File: config.mk
export PLATFORM = sky130hd
export DESIGN_NAME = pong_sequencer
export DESIGN_NICKNAME = d
export VERILOG_FILES = /design/src/rtl/pong_pkg.sv /design/src/rtl/pong_bcd_counter.sv /design/src/rtl/pong_sequencer.sv
export SDC_FILE = /design/constraint.sdc
export NUM_CORES = 1
export LEC_CHECK = 0
export CORE_UTILIZATION = 53
export CTS_CLUSTER_DIAMETER = 120
export DETAILED_ROUTE_END_ITERATION = 6
export HOLD_SLACK_MARGIN = 0.06
export PLACE_DENSITY = 0.85
export SYNTH_ARGS = -nofsm -noshare
export SYNTH_HDL_FRONTEND = slang
export SYNTH_HIERARCHICAL = 1
export SYNTH_SLANG_ARGS = --single-unit
File: constraint.sdc
create_clock -name clk25 -period 6.8 [get_ports clk25]
set_input_delay 1.36 -clock clk25 [delete_from_list [all_inputs] [get_ports clk25]]
set_output_delay 1.36 -clock clk25 [all_outputs]
set_load 0.05 [all_outputs]
File: src/rtl/pong_pkg.sv
// Shared types and constants for the pong game-flow controller.
package pong_pkg;

  typedef enum logic [2:0] {
    ST_IDLE,
    ST_SERVE,
    ST_PLAY,
    ST_MISS,
    ST_OVER
  } state_e;

  localparam logic [9:0] FRAME_TICK_X = 10'd0;
  localparam logic [9:0] FRAME_TICK_Y = 10'd480;

  typedef logic [3:0] bcd_digit_t;

  localparam bcd_digit_t BCD_NINE = 4'd9;

endpackage

File: src/rtl/pong_bcd_counter.sv
// Two-digit BCD score counter: synchronous clear, increment saturating at 99,
// and a ones_wrap_o strobe marking increments that roll the ones digit 9 -> 0.
module pong_bcd_counter
  import pong_pkg::*;
(
  input  logic       clk25,
  input  logic       reset,
  input  logic       clr_i,
  input  logic       inc_i,
  output bcd_digit_t tens_o,
  output bcd_digit_t ones_o,
  output logic       ones_wrap_o
);

  bcd_digit_t tens_q, tens_d;
  bcd_digit_t ones_q, ones_d;
  logic       sat;

  assign sat         = (tens_q == BCD_NINE) && (ones_q == BCD_NINE);
  assign ones_wrap_o = inc_i && !clr_i && !sat && (ones_q == BCD_NINE);
  assign tens_o      = tens_q;
  assign ones_o      = ones_q;

  always_comb begin
    tens_d = tens_q;
    ones_d = ones_q;
    if (clr_i) begin
      tens_d = '0;
      ones_d = '0;
    end else if (inc_i && !sat) begin
      if (ones_q == BCD_NINE) begin
        ones_d = '0;
        tens_d = tens_q + 4'd1;
      end else begin
        ones_d = ones_q + 4'd1;
      end
    end
  end

  always_ff @(posedge clk25) begin
    if (reset) begin
      tens_q <= '0;
      ones_q <= '0;
    end else begin
      tens_q <= tens_d;
      ones_q <= ones_d;
    end
  end

endmodule

File: src/rtl/pong_sequencer.sv
// Match flow controller for pong: idle, serve, play, miss and game over, with
// score, lives and ball control. Optional speed stepping under PONG_SPEEDUP_EN.
module pong_sequencer
  import pong_pkg::*;
#(
  parameter int LIVES        = 3,
  parameter int SERVE_FRAMES = 60,
  parameter int MISS_FRAMES  = 63
) (
  input  logic       clk25,
  input  logic       reset,
  input  logic [9:0] xpos,
  input  logic [9:0] ypos,
  input  logic       button,
  input  logic       hit,
  input  logic       miss,
  output logic       ball_reset,
  output logic       ball_run,
  output logic       missed,
  output logic [1:0] lives_left,
  output logic [7:0] score,
  output logic       game_over,
  output logic [1:0] speed
);

  localparam logic [1:0] LIVES_INIT = 2'(LIVES);
  localparam logic [7:0] SERVE_LAST = 8'(SERVE_FRAMES - 1);
  localparam logic [7:0] MISS_LAST  = 8'(MISS_FRAMES - 1);

  state_e     state_q;
  logic [7:0] frame_cnt_q;
  logic       btn_q;
  logic       hit_seen_q;
  logic       miss_seen_q;
  logic       ball_reset_q;
  logic       ball_run_q;
  logic       missed_q;
  logic [1:0] lives_q;
  logic       game_over_q;

  logic       frame_tick;
  logic       btn_rise;
  logic       in_play;
  logic       hit_eff;
  logic       miss_eff;
  logic       score_clr;
  logic       score_inc;
  logic       ones_wrap;
  bcd_digit_t score_tens;
  bcd_digit_t score_ones;

  assign frame_tick = (xpos == FRAME_TICK_X) && (ypos == FRAME_TICK_Y);
  assign btn_rise   = frame_tick && button && !btn_q;
  assign in_play    = (state_q == ST_PLAY);

  // An event arriving on the tick cycle itself still belongs to the ending frame.
  assign hit_eff    = hit_seen_q || (hit && in_play);
  assign miss_eff   = miss_seen_q || (miss && in_play);

  assign score_clr  = frame_tick && (state_q == ST_IDLE) && btn_rise;
  assign score_inc  = frame_tick && in_play && hit_eff && !miss_eff;

  pong_bcd_counter u_score (
    .clk25       (clk25),
    .reset       (reset),
    .clr_i       (score_clr),
    .inc_i       (score_inc),
    .tens_o      (score_tens),
    .ones_o      (score_ones),
    .ones_wrap_o (ones_wrap)
  );

  always_ff @(posedge clk25) begin
    if (reset || frame_tick || !in_play) begin
      hit_seen_q  <= 1'b0;
      miss_seen_q <= 1'b0;
    end else begin
      if (hit)  hit_seen_q  <= 1'b1;
      if (miss) miss_seen_q <= 1'b1;
    end
  end

  always_ff @(posedge clk25) begin
    if (reset) begin
      state_q      <= ST_IDLE;
      frame_cnt_q  <= '0;
      btn_q        <= 1'b1;
      ball_reset_q <= 1'b0;
      ball_run_q   <= 1'b0;
      missed_q     <= 1'b0;
      lives_q      <= LIVES_INIT;
      game_over_q  <= 1'b0;
    end else begin
      ball_reset_q <= 1'b0;
      if (frame_tick) begin
        btn_q <= button;
        case (state_q)
          ST_IDLE: begin
            if (btn_rise) begin
              lives_q      <= LIVES_INIT;
              ball_reset_q <= 1'b1;
              frame_cnt_q  <= '0;
              state_q      <= ST_SERVE;
            end
          end
          ST_SERVE: begin
            if (frame_cnt_q == SERVE_LAST) begin
              frame_cnt_q <= '0;
              ball_run_q  <= 1'b1;
              state_q     <= ST_PLAY;
            end else begin
              frame_cnt_q <= frame_cnt_q + 8'd1;
            end
          end
          ST_PLAY: begin
            if (miss_eff) begin
              ball_run_q <= 1'b0;
              if (lives_q == 2'd1) begin
                lives_q     <= 2'd0;
                game_over_q <= 1'b1;
                state_q     <= ST_OVER;
              end else begin
                lives_q     <= lives_q - 2'd1;
                missed_q    <= 1'b1;
                frame_cnt_q <= '0;
                state_q     <= ST_MISS;
              end
            end
          end
          ST_MISS: begin
            if (frame_cnt_q == MISS_LAST) begin
              frame_cnt_q  <= '0;
              missed_q     <= 1'b0;
              ball_reset_q <= 1'b1;
              state_q      <= ST_SERVE;
            end else begin
              frame_cnt_q <= frame_cnt_q + 8'd1;
            end
          end
          ST_OVER: begin
            if (btn_rise) begin
              game_over_q <= 1'b0;
              state_q     <= ST_IDLE;
            end
          end
          default: begin
            state_q <= ST_IDLE;
          end
        endcase
      end
    end
  end

`ifdef PONG_SPEEDUP_EN
  logic [1:0] speed_q;

  // Steps once per ten points; the counter never wraps once saturated at 99.
  always_ff @(posedge clk25) begin
    if (reset || score_clr) begin
      speed_q <= 2'd0;
    end else if (ones_wrap && (speed_q != 2'd3)) begin
      speed_q <= speed_q + 2'd1;
    end
  end

  assign speed = speed_q;
`else
  logic unused_wrap;
  assign unused_wrap = ones_wrap;
  assign speed       = 2'd0;
`endif

  assign ball_reset = ball_reset_q;
  assign ball_run   = ball_run_q;
  assign missed     = missed_q;
  assign lives_left = lives_q;
  assign score      = {score_tens, score_ones};
  assign game_over  = game_over_q;

endmodule

# After elaboration in Yosys (flattened, before gate mapping)
# Index checks and enable logic that the tools add are counted.
dict set report totals {
  in_bits 25
  mem_bits_rw 0
  latch_bits 0
  mem_count 0
  mem_bits_ro 0
  reg_bits 28
  wordCells 102
}
dict set report op_classes {
  n_mux 32
  n_div 0
  n_reduce_logical 36
  bitwise 1
  eq_ne 17
  n_mul 0
  addsub 4
  n_shift 0
  order_cmp 0
}
# cell n
set ops {}
lappend ops {{8-bit two-way mux} 5}
lappend ops {{8-bit one-hot mux with 4 select lines} 1}
lappend ops {{3-bit two-way mux} 6}
lappend ops {{8-bit by 6-bit == test with 1-bit output, second input constant} 2}
lappend ops {{3-bit one-hot mux with 5 select lines} 1}
lappend ops {{5-bit AND reduction} 3}
lappend ops {{1-bit logical AND} 12}
lappend ops {{10-bit by 9-bit == test with 1-bit output, second input constant} 1}
lappend ops {{10-bit zero test} 1}
lappend ops {{1-bit two-way mux} 10}
lappend ops {{2-bit != test, second input constant} 5}
lappend ops {{4-bit by 1-bit adder with 4-bit output, second input constant} 2}
lappend ops {{8-bit by 1-bit adder with 8-bit output, second input constant} 1}
lappend ops {{4-bit == test, second input constant} 2}
lappend ops {{1-bit one-hot mux with 2 select lines} 4}
lappend ops {{4-bit AND reduction} 2}
lappend ops {{2-bit nonzero test} 4}
lappend ops {{3-bit by 2-bit == test with 1-bit output, second input constant} 2}
lappend ops {{2-bit two-way mux} 3}
lappend ops {{6-bit AND reduction} 1}
lappend ops {{1-bit zero test} 4}
lappend ops {{1-bit logical OR} 4}
lappend ops {{4-bit two-way mux} 1}
lappend ops {{2-bit by 1-bit != test with 1-bit output, second input constant} 2}
lappend ops {{10 further kinds} 11}

# Depth between registers and ports, before layout
dict set report depth {
  word_depth 7
  depth_mapped 9
  depth_no_buf 7
}

# Modules after synthesis
# The synthesis kept the hierarchy.
# mod instances area_per_inst_um2 cells_each
set by_module_without_submodules {}
lappend by_module_without_submodules {pong_sequencer 1 1238.7 159}
lappend by_module_without_submodules {pong_bcd_counter 1 422.9 49}

# Worst setup path after synthesis
# OpenSTA, ideal clock, no wires.
dict set report synth_timing {
  path_type {input port to flip-flop}
  startpoint {in xpos[2]}
  endpoint {reg u_score.tens_q[3] (netlist: u_score/tens_o[3])}
  required_time_ps 6730
  setup_ps 70
  setup_slack_ps 3081
  path_stages 7
  n_path_buf 0
  arrival_ps 3649
  cell_sequence {or4_1 > nor2_1 > nand3_1 > nor4_1 > nand2_1 > or4_1 > a21oi_1}
}
dict set report synth_between {
  elab_chain_cells 7
  word_cells_on_any_way 12
  cone_classes {12 x reduce/logical}
}
# item line_no
set synth_lines {}
lappend synth_lines {{start, declared} pong_sequencer.sv:12} ;# input logic [9:0] xpos,
lappend synth_lines {{10-bit zero test} pong_sequencer.sv:52} ;# assign frame_tick = (xpos == FRAME_TICK_X) && (ypos == FRAME_TICK_Y);
lappend synth_lines {{1-bit logical AND} pong_sequencer.sv:52}
lappend synth_lines {{1-bit logical AND (3 in series)} pong_sequencer.sv:61} ;# assign score_inc = frame_tick && in_play && hit_eff && !miss_eff;
lappend synth_lines {{named net score_inc} pong_sequencer.sv:47} ;# logic score_inc;
lappend synth_lines {{1-bit logical AND} pong_bcd_counter.sv:30} ;# end else if (inc_i && !sat) begin
lappend synth_lines {{2-bit AND reduction (no source line)} n/a}
lappend synth_lines {{end signal, assigned} pong_bcd_counter.sv:45} ;# tens_q <= tens_d;
lappend synth_lines {{end, declared} pong_bcd_counter.sv:15} ;# bcd_digit_t tens_q, tens_d;
# The timed path passes the listed nets, and every way through them passes these cells.
# A chain may end at the register's enable or synchronous reset.

# Worst setup path in the final report
# Ends and elaborated chain as after synthesis.

==> flow_summary.json <==
{
  "violations": "DRC",
  "cp_max_fo": 6,
  "endpoint_kind": "flop",
  "final_antenna_net_count": 0,
  "irDropWorstVdd_v": 0.000113,
  "post_synth.cell_area_avg_um2": 8.00,
  "die_w_um": 57.9,
  "fmax_ghz": 0.244,
  "cts-resized-gates": 0,
  "drtIter0Drc": 129,
  "cts_inserted_buffers": 3,
  "postSynthCellCount": 207,
  "core_um2": 2850,
  "grt_first_pass_wirelength_um": 6780,
  "wl_per_cell_um": 14.5,
  "cts.clk_slew.worst_paths_ns": 0.15,
  "period_needed_ns": 4.11,
  "numPortBuffers": 38,
  "antenna_found_initial": 0,
  "period_share_pct": 60.4,
  "relSlewSlack_pct": 44.3,
  "fin_skew_ns": 0.00435,
  "diodes": 0,
  "grt_pass1_vias": 1620,
  "drv_slew": 0,
  "cts-root-buf": "clkbuf_4",
  "outcome": "finished with violations",
  "dr.pass1.iters": 6,
  "power_density_nw_per_um2": 135,
  "drc_errors": 2,
  "hold_path.class": "flop to flop",
  "htree_levels": 1,
  "critPathLaunchType": "input port",
  "grt_usage_pct": 25.5,
  "drive_gt1_share_pct": 5.81,
  "viasPerCell": 6.24,
  "critPathKind": "input port to flop",
  "tns_ns": 0,
  "holdBufCountCts": 0,
  "postCtsSetupBuffers": 0,
  "tightestPinTransition_ns": 0.833,
  "gp_congestion": 0.896,
  "max_cap_violations": 0,
  "cp.arrival_ns": 4.38,
  "clk_path_buf_depth": 2,
  "placed_area_um2": 2040,
  "design_area_um2": 2070,
  "clock_latency_ns": 0.33,
  "ios": 41,
  "grt_max_degree": 25,
  "dp_hpwl_um": 2980,
  "synth_warnings": 6,
  "multi_input_area_um2": 1030,
  "required_ns": 7.08,
  "detailroute.via_count": 1698,
  "mostFrequentLayoutCell": "clkdlybuf4s50_1",
  "ff_latch_area_um2": 561,
  "die_area_um2": 3350,
  "syn_area_um2": 1660,
  "die_height_um": 57.9,
  "wl_um": 3940,
  "layout_common_cells": "38 x clkdlybuf4s50_1, 28 x dfxtp_1, 18 x a21oi_1",
  "rsz0062_at_grt": "false",
  "fin_nets": 272,
  "p_leak_nw": 0.718,
  "initial_core_util_pct": 58.0,
  "areaGrowthSynthToFinish_pct": 25.2,
  "clkSinkCount": 28,
  "fillCellCount": 229,
  "setup_violations": 0,
  "grt.overflow.total": 0,
  "cts_tree": "done",
  "rows": 19,
  "hold_viol": 0
}
==> worst max-delay path, stage by stage <==
cell	delay [ns]
clkdlybuf4s50_1	0.39
or4_1	0.56
nor2_1	0.28
nand3_1	0.19
nor4_1	0.64
nand2_1	0.26
or4_1	0.54
a21oi_1	0.16
==> path summary, 6_finish.rpt <==
| check | from | endpoint | slack, ns | cells past startpoint |
|---|---|---|---|---|
| hold / removal | game_over$_SDFFE_PP0P_ | game_over$_SDFFE_PP0P_ | 0.47 | 2 |
| setup reg to reg | state_q[1]$_SDFFE_PP0P_ | u_score/tens_o[3]$_SDFFE_PP0P_ | 4.44 | 5 |
| setup / recovery | xpos[2] | u_score/tens_o[3]$_SDFFE_PP0P_ | 2.69 | 8 |
| hold reg to reg | game_over$_SDFFE_PP0P_ | game_over$_SDFFE_PP0P_ | 0.47 | 2 |
==> layout make-up <==
class / instances / area share, %
Clock buffer: 4 / 1.75
Inverter: 6 / 1.09
Multi-Input combinational cell: 165 / 49.9
Sequential cell: 28 / 27.0
Tap cell: 31 / 1.87
Timing Repair Buffer: 38 / 18.3
==> where the power goes <==
group          switching (W)  total (W)  internal [W]  leakage (nW)
logic              0.0000129  0.0000296     0.0000168         0.471
clock network      0.0000508  0.0000836     0.0000328        0.0210
registers         0.00000217   0.000167      0.000165         0.226
==> registers in the layout, indices dropped and copies added (netlist names) <==
| register | flops |
|---|---|
| u_score/ones_o | 4 |
| ball_reset | 1 |
| hit_seen_q | 1 |
| frame_cnt_q | 8 |
| u_score/tens_o | 4 |
| ball_run | 1 |
| game_over | 1 |
| lives_left | 2 |
| missed | 1 |
| btn_q | 1 |
| miss_seen_q | 1 |
| state_q | 3 |
==> metal layers <==
metal | up-vias | wire [um] | GRT usage, %
li1 | 843 | - | -
met1 | 786 | 1720 | 31.0
met2 | 65 | 1940 | 45.3
met3 | 4 | 249 | 4.91
met4 | 0 | 26 | 8.16
met5 | - | 0 | 0
==> metrics by stage <==
stage                     total power (W)  worst slack (ns)  utilization [%]  hold slack (ns)  instances
after detailed placement         0.000200              2.42             71.4            0.445        268
after global placement           0.000199              2.52             71.4            0.441        268
after CTS                        0.000281              2.78             72.7            0.463        272
final                            0.000280              2.69             72.7            0.467        272
after floorplan                  0.000184              3.10                -            0.471        208
after global routing             0.000291              2.44             72.7            0.495        272
Note: power is estimated with default switching activity, not from simulation.
